File: config.mk
export PLATFORM = sky130hd
export DESIGN_NAME = apb_ram_ctrl_flat
export DESIGN_NICKNAME = d
export VERILOG_FILES = /design/src/rtl/apb_ram_ctrl_if.sv /design/src/rtl/apb_ram_ctrl.sv /design/src/flat_wrapper.sv
export SDC_FILE = /design/constraint.sdc
export NUM_CORES = 1
export LEC_CHECK = 0
export CAP_MARGIN = 20
export CORE_MARGIN = 2
export CORE_UTILIZATION = 38
export CTS_CLUSTER_SIZE = 8
export DETAILED_ROUTE_END_ITERATION = 6
export PLACE_DENSITY_LB_ADDON = 0.05
export SETUP_SLACK_MARGIN = 0.3
export SLEW_MARGIN = 0
export SYNTH_ARGS = -nofsm -noshare
export SYNTH_HDL_FRONTEND = slang
export SYNTH_SLANG_ARGS = --single-unit
File: constraint.sdc
create_clock -name clk -period 2 [get_ports clk]
set_input_delay 0.4 -clock clk [delete_from_list [all_inputs] [get_ports clk]]
set_output_delay 0.4 -clock clk [all_outputs]
set_load 0.005 [all_outputs]
File: src/rtl/apb_ram_ctrl_if.sv
// APB3 slave bus bundle for apb_ram_ctrl: 5-bit byte address, 32-bit data.
interface apb_ram_ctrl_if;
  logic [4:0]  paddr;
  logic        pwrite;
  logic        psel;
  logic        penable;
  logic [31:0] pwdata;
  logic [31:0] prdata;
  logic        pready;
  logic        pslverr;

  modport master (
    output paddr, pwrite, psel, penable, pwdata,
    input  prdata, pready, pslverr
  );

  modport slave (
    input  paddr, pwrite, psel, penable, pwdata,
    output prdata, pready, pslverr
  );
endinterface

File: src/rtl/apb_ram_ctrl.sv
// APB pointer/data window onto a single-port RAM, plus a hardware fill engine.
// Define RAMCTRL_FILL_INC_EN for an incrementing fill pattern (FILLVAL + address).
module apb_ram_ctrl #(
  parameter int unsigned ADDR_WIDTH = 4,
  parameter int unsigned DATA_WIDTH = 8,
  parameter int unsigned DEPTH      = 16
) (
  input  logic                  clk,
  input  logic                  rst_n,
  apb_ram_ctrl_if.slave         apb,
  output logic [ADDR_WIDTH-1:0] ram_addr,
  output logic [DATA_WIDTH-1:0] ram_wdata,
  output logic                  ram_we,
  input  logic [DATA_WIDTH-1:0] ram_rdata,
  output logic                  irq
);

  typedef enum logic {IDLE, FILL} state_t;

  localparam logic [2:0] REG_PTR    = 3'd0;
  localparam logic [2:0] REG_DATA   = 3'd1;
  localparam logic [2:0] REG_CTRL   = 3'd2;
  localparam logic [2:0] REG_FILL   = 3'd3;
  localparam logic [2:0] REG_STATUS = 3'd4;

  localparam logic [ADDR_WIDTH-1:0] LAST = ADDR_WIDTH'(DEPTH - 1);

  state_t                state;
  logic [ADDR_WIDTH-1:0] ptr;
  logic [ADDR_WIDTH-1:0] cnt;
  logic [DATA_WIDTH-1:0] fillval;
  logic                  ainc;
  logic                  irq_en;
  logic                  done;

  logic                  busy;
  logic                  access;
  logic [2:0]            reg_idx;
  logic                  sel_data;
  logic                  addr_ok;
  logic                  ptr_err;
  logic                  ready;
  logic                  xfer;
  logic                  wr_xfer;
  logic [ADDR_WIDTH-1:0] ptr_next;
  logic [DATA_WIDTH-1:0] fill_word;
  logic [31:0]           rdata;
  logic                  unused_paddr;

  assign busy     = (state == FILL);
  assign access   = apb.psel & apb.penable;
  assign reg_idx  = apb.paddr[4:2];
  assign sel_data = (reg_idx == REG_DATA);
  assign addr_ok  = (reg_idx <= REG_STATUS);
  assign ptr_err  = (reg_idx == REG_PTR) & apb.pwrite & (apb.pwdata >= 32'(DEPTH));
  // Only DATA needs the RAM port, so only DATA stalls while the fill engine owns it.
  assign ready    = ~(access & sel_data & busy);
  assign xfer     = access & ready;
  assign wr_xfer  = xfer & apb.pwrite & addr_ok & ~ptr_err;
  assign ptr_next = (ptr == LAST) ? '0 : ptr + 1'b1;
  assign unused_paddr = ^apb.paddr[1:0];

`ifdef RAMCTRL_FILL_INC_EN
  assign fill_word = fillval + DATA_WIDTH'(cnt);
`else
  assign fill_word = fillval;
`endif

  always_ff @(posedge clk) begin
    if (!rst_n) begin
      state   <= IDLE;
      ptr     <= '0;
      cnt     <= '0;
      fillval <= '0;
      ainc    <= 1'b0;
      irq_en  <= 1'b0;
      done    <= 1'b0;
    end else begin
      if (wr_xfer) begin
        case (reg_idx)
          REG_PTR:    ptr     <= apb.pwdata[ADDR_WIDTH-1:0];
          REG_CTRL:   begin
                        ainc   <= apb.pwdata[0];
                        irq_en <= apb.pwdata[2];
                      end
          REG_FILL:   fillval <= apb.pwdata[DATA_WIDTH-1:0];
          REG_STATUS: if (apb.pwdata[1]) done <= 1'b0;
          default:    ;
        endcase
      end
      if (xfer && sel_data && ainc) ptr <= ptr_next;

      // Placed after the register writes so a fill completion beats a same-edge DONE clear.
      case (state)
        IDLE: if (wr_xfer && reg_idx == REG_CTRL && apb.pwdata[1]) begin
          state <= FILL;
          cnt   <= '0;
        end
        FILL: begin
          cnt <= cnt + 1'b1;
          if (cnt == LAST) begin
            state <= IDLE;
            done  <= 1'b1;
          end
        end
        default: state <= IDLE;
      endcase
    end
  end

  always_comb begin
    ram_addr  = ptr;
    ram_wdata = '0;
    ram_we    = 1'b0;
    if (busy) begin
      ram_addr  = cnt;
      ram_wdata = fill_word;
      ram_we    = 1'b1;
    end else if (xfer && apb.pwrite && sel_data) begin
      ram_wdata = apb.pwdata[DATA_WIDTH-1:0];
      ram_we    = 1'b1;
    end
  end

  always_comb begin
    rdata = '0;
    if (xfer && !apb.pwrite) begin
      case (reg_idx)
        REG_PTR:    rdata = 32'(ptr);
        REG_DATA:   rdata = 32'(ram_rdata);
        REG_CTRL:   rdata = {29'd0, irq_en, 1'b0, ainc};
        REG_FILL:   rdata = 32'(fillval);
        REG_STATUS: rdata = {30'd0, done, busy};
        default:    rdata = '0;
      endcase
    end
  end

  assign apb.prdata  = rdata;
  assign apb.pready  = ready;
  assign apb.pslverr = access & (~addr_ok | ptr_err);
  assign irq         = done & irq_en;

endmodule

File: src/flat_wrapper.sv
// flat-port wrapper written by rule: the top's interface ports become plain ports
module apb_ram_ctrl_flat 
#(
  parameter int unsigned ADDR_WIDTH = 4,
  parameter int unsigned DATA_WIDTH = 8,
  parameter int unsigned DEPTH      = 16
)
  (clk, rst_n, ram_addr, ram_wdata, ram_we, ram_rdata, irq, apb_paddr, apb_pwrite, apb_psel, apb_penable, apb_pwdata, apb_prdata, apb_pready, apb_pslverr);
  apb_ram_ctrl_if apb_i ();
  input  logic clk;
  input  logic rst_n;
  output logic [ADDR_WIDTH-1:0] ram_addr;
  output logic [DATA_WIDTH-1:0] ram_wdata;
  output logic ram_we;
  input  logic [DATA_WIDTH-1:0] ram_rdata;
  output logic irq;
  input wire logic [$bits(apb_i.paddr)-1:0] apb_paddr;
  input wire logic [$bits(apb_i.pwrite)-1:0] apb_pwrite;
  input wire logic [$bits(apb_i.psel)-1:0] apb_psel;
  input wire logic [$bits(apb_i.penable)-1:0] apb_penable;
  input wire logic [$bits(apb_i.pwdata)-1:0] apb_pwdata;
  output wire logic [$bits(apb_i.prdata)-1:0] apb_prdata;
  output wire logic [$bits(apb_i.pready)-1:0] apb_pready;
  output wire logic [$bits(apb_i.pslverr)-1:0] apb_pslverr;
  assign apb_i.paddr = apb_paddr;
  assign apb_i.pwrite = apb_pwrite;
  assign apb_i.psel = apb_psel;
  assign apb_i.penable = apb_penable;
  assign apb_i.pwdata = apb_pwdata;
  assign apb_prdata = apb_i.prdata;
  assign apb_pready = apb_i.pready;
  assign apb_pslverr = apb_i.pslverr;
  apb_ram_ctrl #(.ADDR_WIDTH(ADDR_WIDTH), .DATA_WIDTH(DATA_WIDTH), .DEPTH(DEPTH)) u_core (.clk(clk), .rst_n(rst_n), .apb(apb_i), .ram_addr(ram_addr), .ram_wdata(ram_wdata), .ram_we(ram_we), .ram_rdata(ram_rdata), .irq(irq));
endmodule
==> results.rst, run 1 <==
.. list-table::
   :header-rows: 1

   * - Metric
     - Value
   * - Result of the run
     - finished clean
   * - Via count of the first global-routing pass
     - 2077
   * - Number of buffers inserted during clock tree synthesis
     - 3
   * - Clock transition at path regs
     - roughly 0.090 ns
   * - Wire length of the first global-routing pass
     - between 9000 and 10000 um
   * - Post-Route WL
     - about 6800 um
   * - Total instance count after detailed placement
     - 350
   * - Highest fanout seen on the critical path
     - 2
   * - Overall fraction of global-route tracks in use
     - 24.9%
   * - TritonCTS clock tree
     - built
   * - Number of fill cells
     - 315
   * - Number of synthesized register bits
     - 20
   * - Sinks on Clock Net
     - 20
   * - Number of buffer cells added on primary ports
     - 71
   * - Row count
     - 24
   * - Data required time of the critical path
     - 1.60 ns
   * - Top flip-flop cell by instance count after synthesis
     - dfxtp_1
   * - Hold crit path type
     - in2reg
   * - Number of antenna violations at the first check in global routing
     - 0
   * - Die Wd
     - 70.1 um
   * - R2R Setup Slk
     - 0.34 ns
   * - WL per Instance
     - 17.2 um
   * - Post-Synthesis Mean Instance Area
     - about 8.5 um^2
   * - Fraction of final layout cells sized beyond drive strength 1
     - 53.5%
   * - Number of hold-slack violations in the final timing report
     - 0
   * - Total of max-cap violations
     - 0
   * - Number of unique standard cell types used by synthesis
     - 45
   * - Fin Clk Skew
     - 0.00488 ns
   * - Post-Synthesis Cells
     - ~200
   * - Total of hold buffers inserted after clock tree synthesis
     - 0
   * - Violation count after the first detailed-routing iteration
     - about 150
   * - Vias
     - 2110
   * - Critical Setup Path Class
     - in2out
   * - Root buffer cell
     - clkbuf_8
   * - Number of pins with negative max-slew slack in the final report
     - 0
   * - Seq/Total Area, Yosys
     - about 24%
   * - Layout Area Growth over Synthesis
     - 95.5%
   * - Remaining antenna violation count
     - 0
   * - CORE AREA
     - between 4000 and 5000 um^2
   * - Count of flip-flops with a built-in enable after synthesis
     - 0
   * - Total iterations of the first detailed-routing run
     - 4
   * - Fmax
     - between 500 and 600 MHz
   * - Critical path startpoint category
     - input port
   * - Count of endpoints failing setup in the final report
     - 0
   * - Half-perimeter wire length after detailed placement
     - ~4200 um
   * - Final RePlAce weighted congestion
     - 0.830
   * - H-tree lvl count
     - 1
   * - Final instance count without filler cells
     - between 300 and 400
   * - DRC violations left
     - 0
   * - Pin slew with the least headroom to its limit
     - roughly 0.56 ns
   * - Placed standard-cell area
     - roughly 2600 um^2
   * - Mean number of vias per cell
     - 5.33
   * - Initial cell density of the core
     - 38.9%
   * - Final worst-path cycle share
     - between 90% and 100%
   * - Total Negative Setup Slacks
     - 0 ns
   * - Util after Layout
     - 76.1%
   * - Critical path capture point type
     - output pin
   * - Worst relative slew slack
     - between 60% and 70%
   * - Latest clock arrival within the worst-skew pair
     - 0.26 ns
   * - Pwr dens
     - approximately 350 nW/um^2
   * - Pin count of the biggest net entering global routing
     - 20
   * - Unrepaired setup endpoints after global routing
     - yes
   * - Die area
     - 4910 um^2
   * - Leakage power
     - 0.00151 uW
   * - Final-stage net count
     - 397
   * - Diodes inserted
     - 0
   * - Ports placed on the boundary
     - 98
   * - Max rail drop VDD
     - 224 uV
   * - Data arrival time of the worst path
     - approximately 1.6 ns
   * - Non-Filler Cell Area, Final
     - 3240 um^2
   * - Y dimension of the die
     - 70.1 um
   * - Async set-or-reset flop fraction in the synthesized netlist
     - 0%
   * - Maximum buffer depth of the clock tree
     - 2
   * - Post-synthesis instance area
     - 1660 um^2
   * - Global route overflow
     - 0
   * - Period minus WS final
     - 1.99 ns
   * - Yosys warnings
     - 0
[state kept, by name, summed over array words and instances, names as in the netlist]
signal,count
u_core.ptr,4
u_core.irq_en,1
u_core.busy,1
u_core.ainc,1
u_core.done,1
u_core.cnt,4
u_core.fill_word,8
[final timing paths]
kind                  from                   to  cells past startpoint
max reg2reg    u_core.busy        u_core.ptr[0]                      8
min reg2reg  u_core.irq_en        u_core.irq_en                      2
min          apb_pwdata[7]  u_core.fill_word[7]                      4
max           apb_paddr[4]         ram_wdata[1]                      9
[critical path: stages]
cell and delay (ns):
buf_6 0.09, and4b_2 0.31, nand2_4 0.07, nor3_4 0.15, buf_4 0.15, buf_6 0.09
buf_6 0.09, a22o_1 0.12, buf_2 0.12
[stage by stage]
| stage | hold WS, ns | power [uW] | worst slack, ns |
|---|---|---|---|
| after floorplan | 0.463 | 522 | 0.280 |
| after global placement | 0.496 | 658 | -0.662 |
| after detailed placement | 0.500 | 658 | -0.695 |
| after CTS | 0.519 | 1100 | -0.0379 |
| after global routing | 0.487 | 1180 | -0.0291 |
| final | 0.478 | 1140 | 0.0113 |
[logic make-up after synthesis]
group / count (synthesis) / share of synthesized area (%)
AOI/OAI and AO/OA: 44 / 19.0
adders and majority gates: 2 / 1.51
buffers and inverters: 38 / 14.4
DFF: 20 / 24.1
muxes: 22 / 15.0
other: 1 / 0.226
and+or+nand+nor: 68 / 25.7
[layer usage]
metal	vias up	GRT usage (%)	routed length [um]
li1	979	-	-
met1	1018	29.9	2700
met2	93	44.1	3540
met3	20	3.61	360
met4	0	10.5	201
met5	-	0	0
[synthesized netlist by cell type, types with 2 or more instances]
library cell  instances  area, um^2
o21ai_0               7        35.0
nor2_1               24        90.1
o31ai_1               2        15.0
nand3_1               3        15.0
nand4_1               5        31.3
mux2_2                3        33.8
a21oi_1               6        30.0
a22oi_1               2        15.0
a22o_1                7        61.3
a21o_1                2        15.0
nor4_4                4        85.1
and4b_1               2        20.0
dfxtp_1              20         400
mux2i_1              17         170
nor3b_1               2        15.0
buf_4                24         180
buf_2                 5        25.0
a311oi_1              3        26.3
nand2_1               9        33.8
a41oi_1               2        17.5
clkbuf_1              5        18.8
and3_1                5        31.3
inv_1                 4        15.0
a31oi_1               5        31.3
ha_1                  2        25.0
mux4_2                2        45.0
and2_1                2        12.5
nor2b_1               2        12.5
nor4_1                3        18.8
[placed cells by master, fill, tap and decap left out, drive strengths merged, types with 6 or more instances in the layout]
master	n
dfxtp	20
nand4	6
clkbuf	8
clkdlybuf4s50	10
a21oi	6
nand2	9
o21ai	7
a22o	8
conb	24
clkdlybuf4s15	6
nor2	24
buf	131
nor4	7
mux2i	17
[final cells by class]
type / count / area (um^2) / area share [%]
inverters: 4 / 15.0 / 0.463
multi-input cells: 160 / 1310 / 40.2
clock inverters: 1 / 30.0 / 0.926
repair buffers: 156 / 1380 / 42.6
flip-flops and latches: 20 / 405 / 12.5
clock buffers: 3 / 41.3 / 1.27
well taps: 52 / 65.1 / 2.01
[timing repair]
| item | 4_1_cts | 5_1_grt |
|---|---|---|
| setup buffers | 30 | 10 |
| pin swaps | 38 | 34 |
| cloned | 0 | 2 |
| endpoints found under the setup margin | 40 | 28 |
| gates resized for setup | 279 | 47 |
[where the power goes]
group | leakage [uW] | internal (uW) | total, uW | switching (uW)
Combinational | 0.00132 | 171 | 306 | 135
Sequential | 0.000163 | 402 | 408 | 6.07
Clock | 0.0000357 | 267 | 422 | 154
Total | 0.00151 | 840 | 1140 | 295
(Power assumes the default switching activity.)
==> inputs of run 2 (changes only) <==
--- a/config.mk
+++ b/config.mk
@@ -8,9 +8,10 @@
 export CAP_MARGIN = 20
 export CORE_MARGIN = 2
 export CORE_UTILIZATION = 38
+export CTS_CLUSTER_DIAMETER = 100
 export CTS_CLUSTER_SIZE = 8
 export DETAILED_ROUTE_END_ITERATION = 6
-export PLACE_DENSITY_LB_ADDON = 0.05
+export PLACE_DENSITY = 0.81
 export SETUP_SLACK_MARGIN = 0.3
 export SLEW_MARGIN = 0
 export SYNTH_ARGS = -nofsm -noshare
==> run 2 against run 1 <==
  * The run now ends with negative setup slack left
  * Routed wire length is 7.1% lower
  * Register-to-register slack better by 0.04 ns
  * Utilization down 4.2 points
  * Clock power down 23%
  * Sequential share of layout area increased by 0.81 points
  * Critical path type unchanged
  * Largest power group is now registers
==> results.rst, run 2 (synthesized netlist as in run 1, its figures left out) <==
.. list-table::
   :header-rows: 1

   * - Metric
     - Value
   * - Critical path startpoint category
     - input port
   * - Worst hold slack
     - 0.483 ns (+0.00555 ns)
   * - Global route overflow
     - 0 (unchanged)
   * - Final RePlAce weighted congestion
     - 0.873 (+5.1%)
   * - Crit-path slowest cell
     - and4b_2
   * - Unrepaired setup endpoints after global routing
     - yes
   * - Ports placed on the boundary
     - 98 (unchanged)
   * - Initial cell density of the core
     - 38.9% (unchanged)
   * - Clock transition at path regs
     - 0.08 ns (about the same)
   * - Post-Route WL
     - 6330 um (-7.1%)
   * - Count of buffering cells on the critical path with inverters included
     - 5 (unchanged)
   * - Leakage power
     - 0.00140 uW (-7.5%)
   * - Total instance count after detailed placement
     - 353 (+0.86%)
   * - Remaining antenna violation count
     - 0 (unchanged)
   * - Root buffer cell
     - clkbuf_8
   * - WL per Instance
     - 16.5 um (-4.2%)
   * - Final instance count without filler cells
     - 384 (-3.0%)
   * - Vias
     - 2067 (-2.0%)
   * - Pwr dens
     - 332 nW/um^2 (-5.3%)
   * - Number of hold-slack violations in the final timing report
     - 0 (unchanged)
   * - Number of buffers inserted during clock tree synthesis
     - 3 (unchanged)
   * - Final-stage net count
     - 385 (-3.0%)
   * - Final worst-path cycle share
     - 101% (+1.3 points)
   * - Number of fill cells
     - 312 (-0.95%)
   * - Half-perimeter wire length after detailed placement
     - 4140 um (-1.6%)
   * - Worst relative slew slack
     - 65.6% (+3.0 points)
   * - Y dimension of the die
     - 70.1 um (unchanged)
   * - Total of max-cap violations
     - 0 (unchanged)
   * - Number of buffer cells added on primary ports
     - 71 (unchanged)
   * - Critical path capture point type
     - output pin
   * - Result of the run
     - finished, violations left
   * - Wire length of the first global-routing pass
     - 9550 um (-3.6%)
   * - Period minus WS final
     - 2.02 ns (+0.0265 ns)
   * - Total of hold buffers inserted after clock tree synthesis
     - 0 (unchanged)
   * - Mean number of vias per cell
     - 5.38 (+1.0%)
   * - Area taken by multi-input logic gates
     - 1290 um^2 (-1.4%)
   * - Fin Clk Skew
     - 0.00566 ns (+0.000782 ns)
   * - Pin count of the biggest net entering global routing
     - 17 (-15%)
   * - Number of antenna violations at the first check in global routing
     - 0 (unchanged)
   * - DRC violations left
     - 0 (unchanged)
   * - Total Negative Setup Slacks
     - -0.0236 ns (-0.0236 ns)
   * - Commonest cells after routing, fill and taps aside
     - buf_4, buf_6, conb_1
   * - Max rail drop VDD
     - 184 uV (-18%)
   * - Highest fanout seen on the critical path
     - 2 (unchanged)
   * - Delay of the slowest critical-path stage
     - 0.33 ns (+0.02 ns)
   * - Die area
     - 4910 um^2 (unchanged)
   * - Pin slew with the least headroom to its limit
     - 0.515 ns (-0.0445 ns)
   * - Die Wd
     - 70.1 um (unchanged)
   * - Fraction of final layout cells sized beyond drive strength 1
     - 52.7% (-0.78 points)
   * - Critical Setup Path Class
     - in2out
   * - Most common library cell in the layout ignoring fill and taps
     - buf_4
   * - Total iterations of the first detailed-routing run
     - 4 (unchanged)
   * - Most prevalent standard cell on the critical path
     - buf_6
   * - PnR worst setup slack
     - -0.0152 ns (-0.0265 ns)
   * - Overall fraction of global-route tracks in use
     - 24.4% (-0.54 points)
   * - Fmax
     - 496 MHz (-1.3%)
   * - Violations in the final reports
     - negative setup slack
   * - Number of pins with negative max-slew slack in the final report
     - 0 (unchanged)
   * - Violation count after the first detailed-routing iteration
     - 136 (-8.1%)
   * - CORE AREA
     - 4260 um^2 (unchanged)
   * - Row count
     - 24 (unchanged)
   * - Diodes inserted
     - 0 (unchanged)
   * - Cells along the critical path
     - buf_6, and4b_2, nand2_4, nor3_4, buf_4, buf_6, buf_6, a22o_1, buf_2
   * - Sinks on Clock Net
     - 20 (unchanged)
   * - Worst slack at placement
     - -0.655 ns (+0.0401 ns)
   * - Register area
     - 408 um^2 (+0.62%)
   * - Hold crit path type
     - in2reg
   * - Crit-path leading delay family
     - simple AND/OR/NAND/NOR gates
   * - H-tree lvl count
     - 1 (unchanged)
   * - Maximum buffer depth of the clock tree
     - 2 (unchanged)
   * - Data required time of the critical path
     - 1.60 ns (about the same)
   * - TritonCTS clock tree
     - built
   * - Layout Area Growth over Synthesis
     - 84.7%
   * - Latest clock arrival within the worst-skew pair
     - 0.27 ns (about the same)
   * - Data arrival time of the worst path
     - 1.62 ns (+0.03 ns)
   * - Count of endpoints failing setup in the final report
     - 2 (+2)
   * - Via count of the first global-routing pass
     - 2054 (-1.1%)
   * - Max FFs per register
     - 8 (unchanged)
[run 2: report_power, final]
part	total (uW)	leakage (uW)	switching [uW]	internal, uW
Clock	327	0.0000288	151	176
Combinational	282	0.00121	126	156
Sequential	407	0.000164	4.94	402
Total	1020	0.00140	282	734
[run 2: metrics by stage]
| step | util (%) | instance area [um^2] | power [uW] |
|---|---|---|---|
| global placement | 62.3 | 2660 | 658 |
| global route | 71.9 | 3060 | 1040 |
| finish | 71.9 | 3060 | 1020 |
| detailed placement | 62.3 | 2660 | 661 |
| floorplan | - | 1750 | 522 |
| CTS | 66.0 | 2810 | 976 |
[run 2: area by class of cell]
type / instances / share of cell area (%)
Inverter: 4 / 0.490
Multi-Input combinational cell: 160 / 42.0
Sequential cell: 20 / 13.3
Clock buffer: 4 / 1.80
Tap cell: 52 / 2.12
Timing Repair Buffer: 144 / 40.3
[run 2: tightest hold or removal path, stage by stage]
cell	delay [ns]
buf_6	0.08
buf_4	0.10
mux2i_1	0.06
nor2_1	0.08
[run 2: timing repair]
item | CTS | global route
setup buffers | 16 | 11
gates resized for setup | 238 | 67
endpoints found under the setup margin | 41 | 27
pin swaps | 27 | 23
[run 2: final timing paths]
check	startpoint	to	slack [ns]	depth (start not counted)
worst min register to register	u_core.done	u_core.done	0.53	2
worst max-delay path	apb_paddr[4]	ram_wdata[3]	-0.02	9
worst min-delay path	apb_pwdata[4]	u_core.fill_word[4]	0.48	4
worst max register to register	u_core.busy	u_core.ptr[0]	0.38	8
[run 2: routing by layer]
layer	wire (um)	up-vias	track usage (%)	part of all wire (%)
met2	3360	105	45.7	53
met5	0	-	0	0
met1	2390	989	26.8	38
met4	147	0	9.62	2.3
met3	429	13	4.47	6.8
li1	-	960	-	-
